`src/rtl/arb_pkt_mux.sv`:
```
// Packet-atomic N:1 mux in front of an external round-robin arbiter.
// A grant locks the mux onto one client until that client's last beat is
// taken; beats pass through a single-stage output register.
module arb_pkt_mux #(
    parameter int CLIENTS = 4,
    parameter int DATA_W  = 32
) (
    input  logic                       clk,
    input  logic                       rst_n,
    input  logic [CLIENTS-1:0]         in_valid,
    output logic [CLIENTS-1:0]         in_ready,
    input  logic [CLIENTS*DATA_W-1:0]  in_data,
    input  logic [CLIENTS-1:0]         in_last,
    output logic [CLIENTS-1:0]         arb_req,
    input  logic [CLIENTS-1:0]         arb_gnt,
    output logic                       out_valid,
    input  logic                       out_ready,
    output logic [DATA_W-1:0]          out_data,
    output logic                       out_last,
    output logic [$clog2(CLIENTS)-1:0] out_src,
    output logic                       busy,
    output logic                       gnt_err,
    output logic [15:0]                pkt_cnt
);
    localparam int SEL_W = $clog2(CLIENTS);

    typedef enum logic {
        IDLE = 1'b0,
        LOCK = 1'b1
    } state_t;

    state_t            state_reg;
    logic [SEL_W-1:0]  sel_reg;
    logic              gnt_err_reg;
    logic              out_valid_reg;
    logic [DATA_W-1:0] out_data_reg;
    logic              out_last_reg;
    logic [SEL_W-1:0]  out_src_reg;
    logic [15:0]       pkt_cnt_reg;

    logic [DATA_W-1:0] data_arr [CLIENTS];
    logic              gnt_onehot;
    logic              gnt_subset;
    logic              gnt_ok;
    logic [SEL_W-1:0]  gnt_idx;
    logic              out_free;
    logic              xfer;
    logic              out_xfer;

    // Split the flat payload bus into one word per client for indexing by sel.
    generate
        for (genvar gi = 0; gi < CLIENTS; gi++) begin : g_data
            assign data_arr[gi] = in_data[gi*DATA_W +: DATA_W];
        end
    endgenerate

    // Arbiter requests are only exposed while idle so the rotation stays put mid-packet.
    assign arb_req = (state_reg == IDLE) ? in_valid : '0;

    // A usable grant is exactly one bit and only on a requesting client.
    assign gnt_onehot = (arb_gnt != '0) && ((arb_gnt & (arb_gnt - CLIENTS'(1))) == '0);
    assign gnt_subset = (arb_gnt & ~arb_req) == '0;
    assign gnt_ok     = gnt_onehot && gnt_subset;

    // Encode the one-hot grant into a client index.
    always_comb begin
        gnt_idx = '0;
        for (int i = 0; i < CLIENTS; i++) begin
            if (arb_gnt[i]) begin
                gnt_idx = SEL_W'(i);
            end
        end
    end

    // The output stage can take a beat when empty or draining this cycle.
    assign out_free = !out_valid_reg || out_ready;
    assign xfer     = (state_reg == LOCK) && in_valid[sel_reg] && out_free;
    assign out_xfer = out_valid_reg && out_ready;

    // Only the locked client sees ready, and only when the output stage has room.
    generate
        for (genvar gi = 0; gi < CLIENTS; gi++) begin : g_ready
            assign in_ready[gi] = (state_reg == LOCK) && (sel_reg == SEL_W'(gi)) && out_free;
        end
    endgenerate

    // Arbitration / packet-lock FSM with the sticky grant-protocol error flag.
    always_ff @(posedge clk or negedge rst_n) begin
        if (!rst_n) begin
            state_reg   <= IDLE;
            sel_reg     <= '0;
            gnt_err_reg <= 1'b0;
        end else begin
            case (state_reg)
                IDLE: begin
                    if (arb_req != '0) begin
                        if (gnt_ok) begin
                            sel_reg   <= gnt_idx;
                            state_reg <= LOCK;
                        end else begin
                            gnt_err_reg <= 1'b1;
                        end
                    end
                end
                LOCK: begin
                    if (xfer && in_last[sel_reg]) begin
                        state_reg <= IDLE;
                    end
                end
                default: state_reg <= IDLE;
            endcase
        end
    end

    // Single-stage output register: load wins over drain so back-to-back beats flow.
    always_ff @(posedge clk or negedge rst_n) begin
        if (!rst_n) begin
            out_valid_reg <= 1'b0;
            out_data_reg  <= '0;
            out_last_reg  <= 1'b0;
            out_src_reg   <= '0;
        end else if (xfer) begin
            out_valid_reg <= 1'b1;
            out_data_reg  <= data_arr[sel_reg];
            out_last_reg  <= in_last[sel_reg];
            out_src_reg   <= sel_reg;
        end else if (out_ready) begin
            out_valid_reg <= 1'b0;
        end
    end

    // Delivered-packet counter, saturating so it never wraps back to small values.
    always_ff @(posedge clk or negedge rst_n) begin
        if (!rst_n) begin
            pkt_cnt_reg <= '0;
        end else if (out_xfer && out_last_reg && (pkt_cnt_reg != 16'hFFFF)) begin
            pkt_cnt_reg <= pkt_cnt_reg + 16'd1;
        end
    end

    assign busy      = (state_reg == LOCK);
    assign gnt_err   = gnt_err_reg;
    assign out_valid = out_valid_reg;
    assign out_data  = out_data_reg;
    assign out_last  = out_last_reg;
    assign out_src   = out_src_reg;
    assign pkt_cnt   = pkt_cnt_reg;

endmodule

```
`config.mk`:
```
export PLATFORM = sky130hd
export DESIGN_NAME = arb_pkt_mux
export DESIGN_NICKNAME = d
export VERILOG_FILES = /design/src/rtl/arb_pkt_mux.sv
export SDC_FILE = /design/constraint.sdc
export NUM_CORES = 1
export LEC_CHECK = 0
export CAP_MARGIN = 20
export CORE_MARGIN = 2
export CORE_UTILIZATION = 38
export CTS_BUF_LIST = sky130_fd_sc_hd__clkbuf_8
export DETAILED_ROUTE_END_ITERATION = 7
export PLACE_DENSITY = 0.93
export SYNTH_ARGS = -nofsm -noshare
export SYNTH_HDL_FRONTEND = slang
export SYNTH_SLANG_ARGS = --single-unit
```
`constraint.sdc`:
```
create_clock -name clk -period 2.6 [get_ports clk]
set_clock_uncertainty 0.15 [all_clocks]
set_input_delay 0.39 -clock clk [delete_from_list [all_inputs] [get_ports clk]]
set_output_delay 0.39 -clock clk [all_outputs]
set_load 0.01 [all_outputs]
```
* Yosys cells after proc, flatten, opt, wreduce, memory -nomap -nowiden
Index checks and enable logic that the tools add are counted.
** Storage, ports and cells
- Register bits :: 56
- Input bits :: 143
- Output and inout bits :: 62
- Word-level logic and storage cells :: 65
** Cells by class
- Add/subtract/negate cells :: 2
- Magnitude comparators :: 2
- Equality and inequality tests :: 4
- Muxes and demuxes :: 17
- Bitwise operators :: 6
- Reduce and logical (&&, ||, !) cells :: 26
** Operator list (count)
- 32-bit binary-select mux with 2-bit select :: 1
- 32-bit two-way mux :: 2
- 16-bit by 1-bit adder with 16-bit output, second input constant :: 1
- 1-bit logical AND :: 16
- 16-bit inequality test, second input constant :: 1
- 4-bit bitwise AND :: 2
- 4-bit logical NOT :: 2
- 1-bit two-way mux :: 8
- 4-bit nonzero test :: 2
- 3-bit AND reduction :: 2
- 1-bit binary-select mux with 2-bit select :: 2
- 2-bit equality test, second input constant :: 2
- 2-bit two-way mux :: 2
- 4-bit two-way mux :: 1
- 4-bit inverter :: 1
- 4-bit by 1-bit subtractor with 4-bit output, second input constant :: 1
- 3-bit greater-or-equal comparator, second input constant :: 1
- 2-bit by 3-bit < comparator with 1-bit output, second input constant :: 1
- 2-bit inverter with 3-bit output :: 1
- 2-bit by 1-bit equality test with 1-bit output, second input constant :: 1
- 2-bit logical NOT :: 1
- 1-bit inverter :: 2
- 1-bit one-hot mux with 2 select lines :: 1
- 2-bit nonzero test :: 1
- other kinds (2) :: 2

* Logic depth before layout (Yosys ltp)
Gate-level depths: netlist of the first run.
- Depth in word-level cells :: 8
- Mapped depth :: 6

* Worst setup path before layout of the first run
OpenSTA, ideal clock, no wires.
- Path type :: reg2reg
- From :: register pkt_cnt_reg[0], in the netlist pkt_cnt[0]
- To :: register pkt_cnt_reg[10], in the netlist pkt_cnt[10]
- Setup time :: 0.138 ns
- Data arrival time :: 1.588 ns
- Required time :: 2.312 ns
- Path slack :: 0.724 ns
- Cell stages (with the launch flop) :: 7
- Buffers on the path :: 1
- Cell sequence :: dfrtp_1 ha_1 nand4_1 nor4_2 buf_2 nor4_1 xor2_1
** Between the ends
- Cells in the longest elaborated chain, start to end :: 2
** Ends and longest elaborated chain
- start, declared :: line 39 : logic [15:0] pkt_cnt_reg;
- start signal, assigned :: line 137 : pkt_cnt_reg <= pkt_cnt_reg + 16'd1;
- parallel branches: the longest is 2 deep, another holds 16-bit by 1-bit adder with 16-bit output
Several ways; the timed one is not identified.
A chain may end at the register's enable or synchronous reset.

* Worst setup path after layout of the first run
- From :: input port out_ready
- To :: output port in_ready[1]
** Between the ends
- Cells in the longest elaborated chain, start to end :: 2
** Ends and longest elaborated chain
- start, declared :: line 17 : input logic out_ready,
- 1-bit logical OR :: line 76 : assign out_free = !out_valid_reg || out_ready;
- 1-bit logical AND :: line 83 : assign in_ready[gi] = (state_reg == LOCK) && (sel_reg == SEL_W'(gi)) && out_free;
- end, declared :: line 11 : output logic [CLIENTS-1:0] in_ready,
No other way between the ends.

==> impl_metrics.csv, run 1 <==
group,metric,value,unit
synth,ys_ff_latch,56,
cells_and_area,final_area,0.005539,sq mm
run_status,status,"finished, final reports clean",
detailed_routing,wl_met2,5264,um
placement,portBuffers,204,
cts,cts_inserted_buffers,5,
cts,worstSkewPairLatency,0.30,ns
placement,place_ws,0.06940,ns
placement,place_area,0.005429,sq mm
synth,synth_area_leaders,"dfrtp_1 43%, mux4_2 24%, mux2_1 9.7%",
cts,root_buffer,"clkbuf_8",
placement,routabilityCongestion,0.8360,
global_route,grt_pass1_vias,3049,
detailed_routing,drt_wl_total,9979,um
timing,worstMarginPinSlew,0.6939,ns
detailed_routing,wl_per_cell,18.45,um
cts,cts.clk_slew.worst_paths,0.10,ns
detailed_routing,drc_errors,0,
cells_and_area,syn_to_final_growth,70.99,%
power_and_ir_drop,vdd_drop_max,0.3575,mV
cells_and_area,layout_commonest_cell,"clkdlybuf4s50_1",
cells_and_area,fin_nets,580,
power_and_ir_drop,power_density,850.8,mW/mm^2
timing,post-route-period-util,93.68,%
cells_and_area,drive_gt1_share,15.37,%
timing,setup_ws,0.1642,ns
detailed_routing,via_per_inst,5.340,
detailed_routing,wl_met1,3642,um
setup_path,reg2reg_depth,4,
floorplanning,die_w,96.33,um
floorplanning,ios,205,
detailed_routing,top_layer,"met4",
flow_run,maxCapViolCount,0,
setup_path,r2r_end,"out_data[22]",
cells_and_area,final_cell_mix,"202 x clkdlybuf4s50_1, 54 x dfrtp_1, 34 x mux4_2",
timing,hold-worst-slack,0.3230,ns
synth,synthAdderAreaFrac,0.3862,%
cts,clockBufferDepth,2,
synth,syn_area,0.003239,sq mm
setup_path,required,2.06,ns
setup_path,worst-r2r-setup-slack,0.48,ns
detailed_routing,ant_nets,0,
cts,clock_sinks,56,
detailed_routing,firstDrtPassIters,4,
cells_and_area,fillCellCount,608,
cells_and_area,largest_register_ff_count,32,
floorplanning,die_h,96.33,um
power_and_ir_drop,p_leak,2.233,nW
synth,yosysWarnings,0,
cts,cts_max_level,2,
min_path,hold-path-endpoint,"gnt_err",
floorplanning,initial_core_util,39.23,%
global_route,antenna_found_initial,0,
timing,setup_viol,0,
floorplanning,rows,33,
timing,rsz0062_at_grt,"false",
placement,post-dp-hpwl,8270,um
detailed_routing,wl_met3,835,um
synth,synth_compound_area_share,2.008,%
setup_path,crit_type,"input pin to primary output",
global_route,grt_pass1_wl,15280,um
synth,synth_area_per_cell,14.33,sq um
timing,clock.fmax,410.5,MHz
global_route,grt_max_degree,30,
timing,hold_violations,0,
cells_and_area,diodes,0,
setup_path,endpoint_kind,"primary output",
timing,slew_headroom,53.74,%
synth,synth_cell_types,35,
timing,final.min_clock_period,2.436,ns
synth,synthCells,226,
power_and_ir_drop,p_total,0.004712,W
timing,slew_violations,0,
synth,synth_seq_area_share,43.26,%
synth,synth-simple-area-share,11.59,%
setup_path,regToRegStartpoint,"sel_reg[0]",
setup_path,start_kind,"input pin",
min_path,hold_class,"flop to flop",
global_route,grt_util_all_layers,22.01,%
timing,setup_tns,0,ns
synth,syn-num-nets,370,
synth,yosys-mux-area-fraction,36.15,%
synth,synth_top_family_by_area,"multiplexers",
synth,synth_xor_area_share,3.785,%
setup_path,crit_arrival,1.90,ns
floorplanning,die_area,0.009279,sq mm
setup_path,path_max_fanout,3,
min_path,hold_path_depth,1,
floorplanning,core-area,0.008258,sq mm
synth,synth_top_area_share,43.26,%
global_route,grt-ovfl-total,0,
min_path,min_from,"gnt_err",
cts,tritoncts,"yes",
detailed_routing,drtIter0Drc,92,
detailed_routing,vias,2889,
synth,yosysTopAreaCell,"dfrtp_1",
==> stage by stage <==
stage / instances / util, %
floorplan: 226 / -
detailed placement: 533 / 65.74
CTS: 541 / 67.03
finish: 541 / 67.08
global placement: 533 / 65.74
global route: 541 / 67.08
==> cells in the mapped netlist, drive strengths merged <==
cell type and n:
nand2 11, o21ai 1, a2111oi 1, nor3 8, nor2 4, and3 4
dfrtp 56, nor4 5, mux2 36, inv 1, and4b 2, clkbuf 3
or4 1, nand4 5, xor2 14, or2 1, o2bb2ai 1, and2 1
nand2b 3, and4 2, nand3 7, a32oi 1, mux4 34, a21oi 1
buf 10, nor3b 4, ha 1, nor2b 5, a21o 3
==> worst max path at each step <==
stage | slack [ns] | start | cells past startpoint | end
finish | 0.16 | out_ready | 5 | in_ready[1]
global route | 0.03 | out_ready | 5 | in_ready[1]
CTS | 0.06 | out_ready | 5 | in_ready[2]
detailed placement | 0.07 | out_ready | 5 | in_ready[2]
global placement | 0.18 | out_ready | 5 | in_ready[2]
floorplan | 0.72 | pkt_cnt[0] | 6 | pkt_cnt[10]
==> cells by family (layout without fill, tap and decap cells) <==
kind of cell    after synthesis  in the layout
mux                          70             70
flops                        56             56
buf+inv                      14            224
compound gates                8              8
xor+xnor                     14             14
fa+ha+maj                     1              1
simple gates                 63             63
==> metal layers <==
metal,global-route usage (%),vias to the layer above
li1,-,1300
met1,25.04,1438
met2,40.28,135
met3,5.717,16
met4,6.690,0
met5,0,-
==> cell type report <==
class / instances / area, sq um / share of cell area [%]
Clock buffer: 7 / 96.34 / 1.739
Timing Repair Buffer: 216 / 2157 / 38.94
Multi-Input combinational cell: 156 / 1747 / 31.53
Sequential cell: 56 / 1404 / 25.34
Inverter: 1 / 3.754 / 0.06777
Tap cell: 105 / 131.4 / 2.372
==> repair_timing <==
item,in CTS,in global routing
setup endpoints to repair,0,2
hold endpoints to repair,28,0
buffers inserted,0,0
hold buffers,1,0
gates resized for setup,0,2
==> where the power goes <==
part           switching, W  internal, W  leakage [nW]  total, W
combinational       0.00103      0.00168          1.50   0.00271
sequential         0.000282      0.00122         0.686   0.00150
clock              0.000267     0.000238        0.0503  0.000505
total               0.00157      0.00314          2.23   0.00471
==> worst max-delay path: stages <==
cell	delay, ns
clkdlybuf4s50_1	0.49
nand2b_1	0.15
nand2_1	0.10
nor3b_1	0.20
clkdlybuf4s50_1	0.57
(Power assumes the default switching activity.)
==> run 2: changes to the inputs <==
CAP_MARGIN = 0   (was 20)
TNS_END_PERCENT = 30   (was default)
==> results of run 2 <==
Same layout as run 1: the final DEF is identical, and so are final timing and power.
